**config.mk**
```make
export PLATFORM = sky130hd
export DESIGN_NAME = ts_gen
export DESIGN_NICKNAME = d
export VERILOG_FILES = /design/src/rtl/ts_pkg.sv /design/src/rtl/ts_prescaler.sv /design/src/rtl/ts_gen.sv
export SDC_FILE = /design/constraint.sdc
export NUM_CORES = 1
export LEC_CHECK = 0
export BUFFER_PORTS_ARGS = -buffer_cell sky130_fd_sc_hd__buf_2
export CAP_MARGIN = 20
export CELL_PAD_IN_SITES_DETAIL_PLACEMENT = 0
export CELL_PAD_IN_SITES_GLOBAL_PLACEMENT = 1
export CORE_MARGIN = 2
export CORE_UTILIZATION = 46
export DETAILED_ROUTE_END_ITERATION = 10
export GPL_ROUTABILITY_DRIVEN = 1
export GPL_TIMING_DRIVEN = 1
export HOLD_SLACK_MARGIN = 0.1
export MAX_ROUTING_LAYER = met4
export PLACE_DENSITY_LB_ADDON = 0.1
export SKIP_CTS_REPAIR_TIMING = 1
export SLEW_MARGIN = 0
export SYNTH_ARGS = -nofsm -noshare
export SYNTH_HDL_FRONTEND = slang
export SYNTH_SLANG_ARGS = --single-unit
```
**constraint.sdc**
```tcl
create_clock -name clkin -period 3.7 [get_ports clkin]
set_input_delay 0.37 -clock clkin [delete_from_list [all_inputs] [get_ports clkin]]
set_output_delay 0.37 -clock clkin [all_outputs]
set_load 0.005 [all_outputs]
```
**src/rtl/ts_pkg.sv**
```systemverilog
// ---------------------------------------------------------------------------
// ts_pkg -- shared definitions for the timing-strobe generator (ts_gen).
//   state_e          : FSM state encoding (IDLE/HIGH/LOW, 2 bits)
//   HIGH_DEF_TICKS   : default high-phase length in ticks
//   LOW_DEF_TICKS    : default low-phase length in ticks
// ---------------------------------------------------------------------------
package ts_pkg;

   typedef enum logic [1:0] {
      S_IDLE = 2'b00,
      S_HIGH = 2'b01,
      S_LOW  = 2'b10
   } state_e;

   localparam int HIGH_DEF_TICKS = 5;
   localparam int LOW_DEF_TICKS  = 1;

endpackage : ts_pkg

```
**src/rtl/ts_prescaler.sv**
```systemverilog
// ---------------------------------------------------------------------------
// ts_prescaler -- divides clkin into a 1-cycle tick every PRESCALE cycles.
// Ports:
//   clkin    in  system clock, rising edge
//   reset_n  in  async active-low reset
//   clear    in  hold the count at 0 and suppress tick
//   tick     out 1 when count == PRESCALE-1 (and not cleared)
// ---------------------------------------------------------------------------
module ts_prescaler #(
   parameter int PRESCALE = 1
) (
   input  logic clkin,
   input  logic reset_n,
   input  logic clear,
   output logic tick
);

   localparam int PW = (PRESCALE > 1) ? $clog2(PRESCALE) : 1;
   localparam logic [PW-1:0] LAST = PW'(PRESCALE - 1);

   logic [PW-1:0] cnt_q;
   logic [PW-1:0] cnt_d;

   always_comb begin
      if (clear || (cnt_q == LAST)) cnt_d = '0;
      else                          cnt_d = cnt_q + PW'(1);
   end

   assign tick = !clear && (cnt_q == LAST);

   // NOTE: sequential state uses non-blocking (<=) so every flop samples
   // pre-edge values regardless of block ordering.
   always_ff @(posedge clkin or negedge reset_n) begin
      if (!reset_n) cnt_q <= '0;
      else          cnt_q <= cnt_d;
   end

endmodule : ts_prescaler

```
**src/rtl/ts_gen.sv**
```systemverilog
// ---------------------------------------------------------------------------
// ts_gen -- periodic timing strobe for the traffic FSM.
//   ts is high for active_high ticks, low for active_low ticks, repeating.
//   New lengths are captured into shadow registers on cfg_load and moved to
//   the active set only at a LOW->HIGH boundary (or at once while idle), so a
//   period in progress is never distorted.
// Optional feature: define TS_GEN_SENSOR_HOLD_EN to add the `sensor` input;
//   HIGH is then extended at its terminal tick until a tick sees sensor==1.
// Ports:
//   clkin, reset_n       clock / async active-low reset
//   en                   run enable; low forces IDLE
//   cfg_load             1-cycle strobe capturing cfg_high/cfg_low
//   cfg_high, cfg_low    requested phase lengths in ticks (0 is rejected)
//   sensor               (TS_GEN_SENSOR_HOLD_EN only) release for held HIGH
//   ts                   registered strobe (1 in IDLE and HIGH)
//   tick                 prescaler strobe
//   phase_cnt            ticks elapsed in the current phase
//   period_done          1-cycle pulse after each LOW->HIGH transition
//   cfg_err              sticky flag for a rejected cfg_load
// ---------------------------------------------------------------------------
module ts_gen
   import ts_pkg::*;
#(
   parameter int CW       = 8,
   parameter int PRESCALE = 1,
   parameter int HIGH_DEF = HIGH_DEF_TICKS,
   parameter int LOW_DEF  = LOW_DEF_TICKS
) (
   input  logic          clkin,
   input  logic          reset_n,
   input  logic          en,
   input  logic          cfg_load,
   input  logic [CW-1:0] cfg_high,
   input  logic [CW-1:0] cfg_low,
`ifdef TS_GEN_SENSOR_HOLD_EN
   input  logic          sensor,
`endif
   output logic          ts,
   output logic          tick,
   output logic [CW-1:0] phase_cnt,
   output logic          period_done,
   output logic          cfg_err
);

   state_e        state_q, state_d;
   logic [CW-1:0] phase_q, phase_d;
   logic          ts_q, ts_d;
   logic          pd_q, pd_d;
   logic          err_q, err_d;
   logic [CW-1:0] sh_high_q, sh_high_d, sh_low_q, sh_low_d;
   logic [CW-1:0] act_high_q, act_high_d, act_low_q, act_low_d;
   logic          load_ok;
   logic          hold_high;

   ts_prescaler #(.PRESCALE(PRESCALE)) u_prescaler (
      .clkin   (clkin),
      .reset_n (reset_n),
      .clear   (state_q == S_IDLE),
      .tick    (tick)
   );

   assign load_ok = cfg_load && (cfg_high != '0) && (cfg_low != '0);

   // NOTE: every signal written here gets a default first, so no path can
   // leave one unassigned and infer a latch.
   always_comb begin
      state_d    = state_q;
      phase_d    = phase_q;
      pd_d       = 1'b0;
      err_d      = err_q;
      sh_high_d  = sh_high_q;
      sh_low_d   = sh_low_q;
      act_high_d = act_high_q;
      act_low_d  = act_low_q;
      hold_high  = 1'b0;
`ifdef TS_GEN_SENSOR_HOLD_EN
      hold_high  = !sensor;
`endif

      if (cfg_load) begin
         if (load_ok) begin
            sh_high_d = cfg_high;
            sh_low_d  = cfg_low;
            err_d     = 1'b0;
         end else begin
            err_d     = 1'b1;
         end
      end

      // Idle has no period to protect: track the shadow (including a load
      // arriving this very cycle) so the first period uses it.
      if (state_q == S_IDLE) begin
         act_high_d = sh_high_d;
         act_low_d  = sh_low_d;
      end

      if (!en) begin
         state_d = S_IDLE;
         phase_d = '0;
      end else begin
         unique case (state_q)
            S_IDLE: begin
               state_d = S_HIGH;
               phase_d = '0;
            end
            S_HIGH: begin
               if (tick) begin
                  if (phase_q == act_high_q - CW'(1)) begin
                     // Held HIGH keeps phase_cnt frozen at its terminal value.
                     if (!hold_high) begin
                        state_d = S_LOW;
                        phase_d = '0;
                     end
                  end else begin
                     phase_d = phase_q + CW'(1);
                  end
               end
            end
            S_LOW: begin
               if (tick) begin
                  if (phase_q == act_low_q - CW'(1)) begin
                     state_d    = S_HIGH;
                     phase_d    = '0;
                     pd_d       = 1'b1;
                     // Uses shadow_d so a load on the boundary cycle applies
                     // to the period starting now.
                     act_high_d = sh_high_d;
                     act_low_d  = sh_low_d;
                  end else begin
                     phase_d = phase_q + CW'(1);
                  end
               end
            end
            default: begin
               state_d = S_IDLE;
               phase_d = '0;
            end
         endcase
      end

      ts_d = (state_d != S_LOW);
   end

   always_ff @(posedge clkin or negedge reset_n) begin
      if (!reset_n) begin
         state_q    <= S_IDLE;
         phase_q    <= '0;
         ts_q       <= 1'b1;
         pd_q       <= 1'b0;
         err_q      <= 1'b0;
         sh_high_q  <= CW'(HIGH_DEF);
         sh_low_q   <= CW'(LOW_DEF);
         act_high_q <= CW'(HIGH_DEF);
         act_low_q  <= CW'(LOW_DEF);
      end else begin
         state_q    <= state_d;
         phase_q    <= phase_d;
         ts_q       <= ts_d;
         pd_q       <= pd_d;
         err_q      <= err_d;
         sh_high_q  <= sh_high_d;
         sh_low_q   <= sh_low_d;
         act_high_q <= act_high_d;
         act_low_q  <= act_low_d;
      end
   end

   assign ts          = ts_q;
   assign phase_cnt   = phase_q;
   assign period_done = pd_q;
   assign cfg_err     = err_q;

endmodule : ts_gen

```
==> run metrics <==
run status=finished, final reports clean; kind of end point of the critical path=flip-flop; DR vias=1779; Post-Synth Adder-Cell Area=3.43%; Yosys cell types=52; Syn Inst Count=226; core area=5440 um2; Die H=78.5 um; TritonRoute pass-1 iters=4; initial core utilization=47.0%; most frequent cells after synthesis=dfrtp_1 (39), mux2_2 (22), nand2_1 (15); clk_skew=6.16 ps; die area=6160 um2; async set or reset register ratio after synthesis=100%; endpoints failing setup=0; crit share post-route=81.7%; maximum VDD drop=0.000236 V; minimum clock period=3020 ps; Clock Path Buffers=2; first-pass GRT wire length=8830 um; Final Net Count=287; Worst-path clk slew=90 ps; GRT Overall Usage=18.5%; port bufs=31; Iteration-0 DRC Markers=83; Peak Freq=331 MHz; Least-Margin Pin Slew=777 ps; mapped cell area=2550 um2; Hold Vio Cnt, Final=0; Yosys top cell area share=38.2%; Final HPWL DP=3690 um; DRC violations left=0; die width=78.5 um; Synth area leader=dfrtp_1; root buffer cell=clkbuf_8; final core occ=53.3%; RSZ-0062 raised after global routing=false; count leader, synth=dfrtp_1; Slew Limit Fails=0; drt via density=5.34; TritonCTS Sinks=46; total of warnings raised by yosys=0; CP required=3880 ps; Synth Area in XOR/XNOR=5.34%; Most used DFF post-synth=dfrtp_1; total CTS buffers=5; P&R area growth vs syn=13.4%; largest family of logic cells by synthesized area=multiplexers; Clk Latency, worst-skew pair=290 ps; GPL Wtd Cong=0.793; Worst Hold Class=input pin to flip-flop; WL per Instance=15.2 um; Antenna diodes=0; Yosys reg bits=46; CTS H-tree depth=2; layout cells sized above 1=32.2%; sequential-to-total area share from yosys stat=45.4%; WS Path Type=flip-flop to flip-flop; WL final=5060 um; post-synthesis mux area share=15.6%; number of synthesized flops with an enable pin=0; pwr/cell area=413 nW/um2; clock tree from TritonCTS=done; complex-gate fraction of the synthesized area=12.9%; initial antenna violation count=0; vias in the first global route=1782; Max-slew headroom=48.0%; Area contributors post-synth=dfrtp_1 (38%), mux2_2 (9.7%), dfstp_2 (7.2%), mux2_4 (5.9%), xnor2_1 (4.1%); DRT antenna net count=0; setup TNS=0 ps; largest net degree at the start of global routing=47; critical path arrival=3200 ps; Synth Net Count=253; worst reg2reg setup slack=680 ps; total congestion overflow=0; Max FO, Critical Path=16; Synth Area in Simple Gates=13.3%; MaxCap Viol Count=0; I/O pins=32; Syn Area/Cell=11.3 um2; Leak=1.29 nW; Worst Setup Start Kind=flip-flop; row cnt=27
metrics by stage:
step / setup slack (ps) / cells / power, W / hold WS (ps) / area, um2
2_1_floorplan: 838 / 226 / 0.000777 / 74.4 / 2550
3_3_place_gp: 707 / 323 / 0.000834 / 455 / 2760
3_5_place_dp: 668 / 323 / 0.000836 / 463 / 2760
4_1_cts: 651 / 331 / 0.00121 / 272 / 2870
5_1_grt: 425 / 333 / 0.00127 / 286 / 2900
6_report: 678 / 333 / 0.00120 / 300 / 2900
logic make-up (layout without fill, tap and decap cells):
family	Yosys count	count (layout)
other	1	1
and+or+nand+nor	61	61
muxes	32	32
AOI/OAI and AO/OA	45	45
adders and majority gates	7	7
DFF	46	46
xor gates and xnor gates	14	14
buffers and inverters	20	55
worst max-delay path, stage by stage, from the launching register on:
cell	delay, ps
dfrtp_1	410
inv_1	60
ha_1	170
or3b_4	390
or4_1	420
a2111oi_2	360
o311a_2	280
a41o_1	180
buf_4	270
mux2_2	360
sequential cells by signal, indices dropped and copies added, names as in the netlist:
| register | cells |
|---|---|
| phase_cnt | 8 |
| u_prescaler.cnt_q | 1 |
| act_low_q | 8 |
| sh_low_q | 8 |
| act_high_q | 8 |
| cfg_err | 1 |
| sh_high_q | 8 |
| state_q | 2 |
| period_done | 1 |
| ts | 1 |
placed cells by master, fill, tap and decap left out, types with 3 or more instances in the layout:
cell type / instances
clkbuf_8: 5
nand3_1: 8
or4_1: 3
buf_2: 31
xnor2_1: 12
a21oi_1: 5
nor3_1: 4
ha_1: 7
nor4_1: 6
mux2_4: 10
nor2_1: 8
o211ai_1: 3
a21o_1: 5
mux2_2: 22
dfstp_2: 7
dfrtp_1: 39
o21ai_0: 9
inv_1: 13
nand2_1: 15
or3_1: 3
path summary, 6_finish.rpt:
kind,cells past startpoint,end,from
min in group asynchronous,2,sh_high_q[4],reset_n
setup reg to reg,9,act_low_q[1],act_low_q[1]
hold / removal,2,cfg_err,cfg_load
hold reg to reg,1,cfg_err,cfg_err
max in group asynchronous,3,ts,reset_n
setup / recovery,9,act_low_q[1],act_low_q[1]
report_power, final:
| part | leakage, nW | total (W) | switching (W) | internal (W) |
|---|---|---|---|---|
| registers | 0.554 | 0.000605 | 0.0000470 | 0.000558 |
| logic | 0.680 | 0.000223 | 0.0000996 | 0.000123 |
| clock network | 0.0514 | 0.000370 | 0.000168 | 0.000202 |
| total | 1.29 | 0.00120 | 0.000315 | 0.000883 |
metal layers:
metal	vias to the layer above	GRT usage, %	share of wire [%]	wire length, um
li1	901	-	-	-
met1	855	25.9	51	2590
met2	18	28.0	45	2280
met3	5	3.91	2.7	135
met4	0	3.68	0.87	44
met5	-	-	0	0
area by class of cell:
type                            instances  area (um2)
Multi-Input combinational cell        160        1290
Timing Repair Buffer                   34         193
Inverter                               13        48.8
Tap cell                               72        90.1
Fill cell                             496        2540
Clock buffer                            6        72.6
Sequential cell                        46        1160
Clock inverter                          2        37.5
Note: power is estimated with default switching activity, not from simulation.
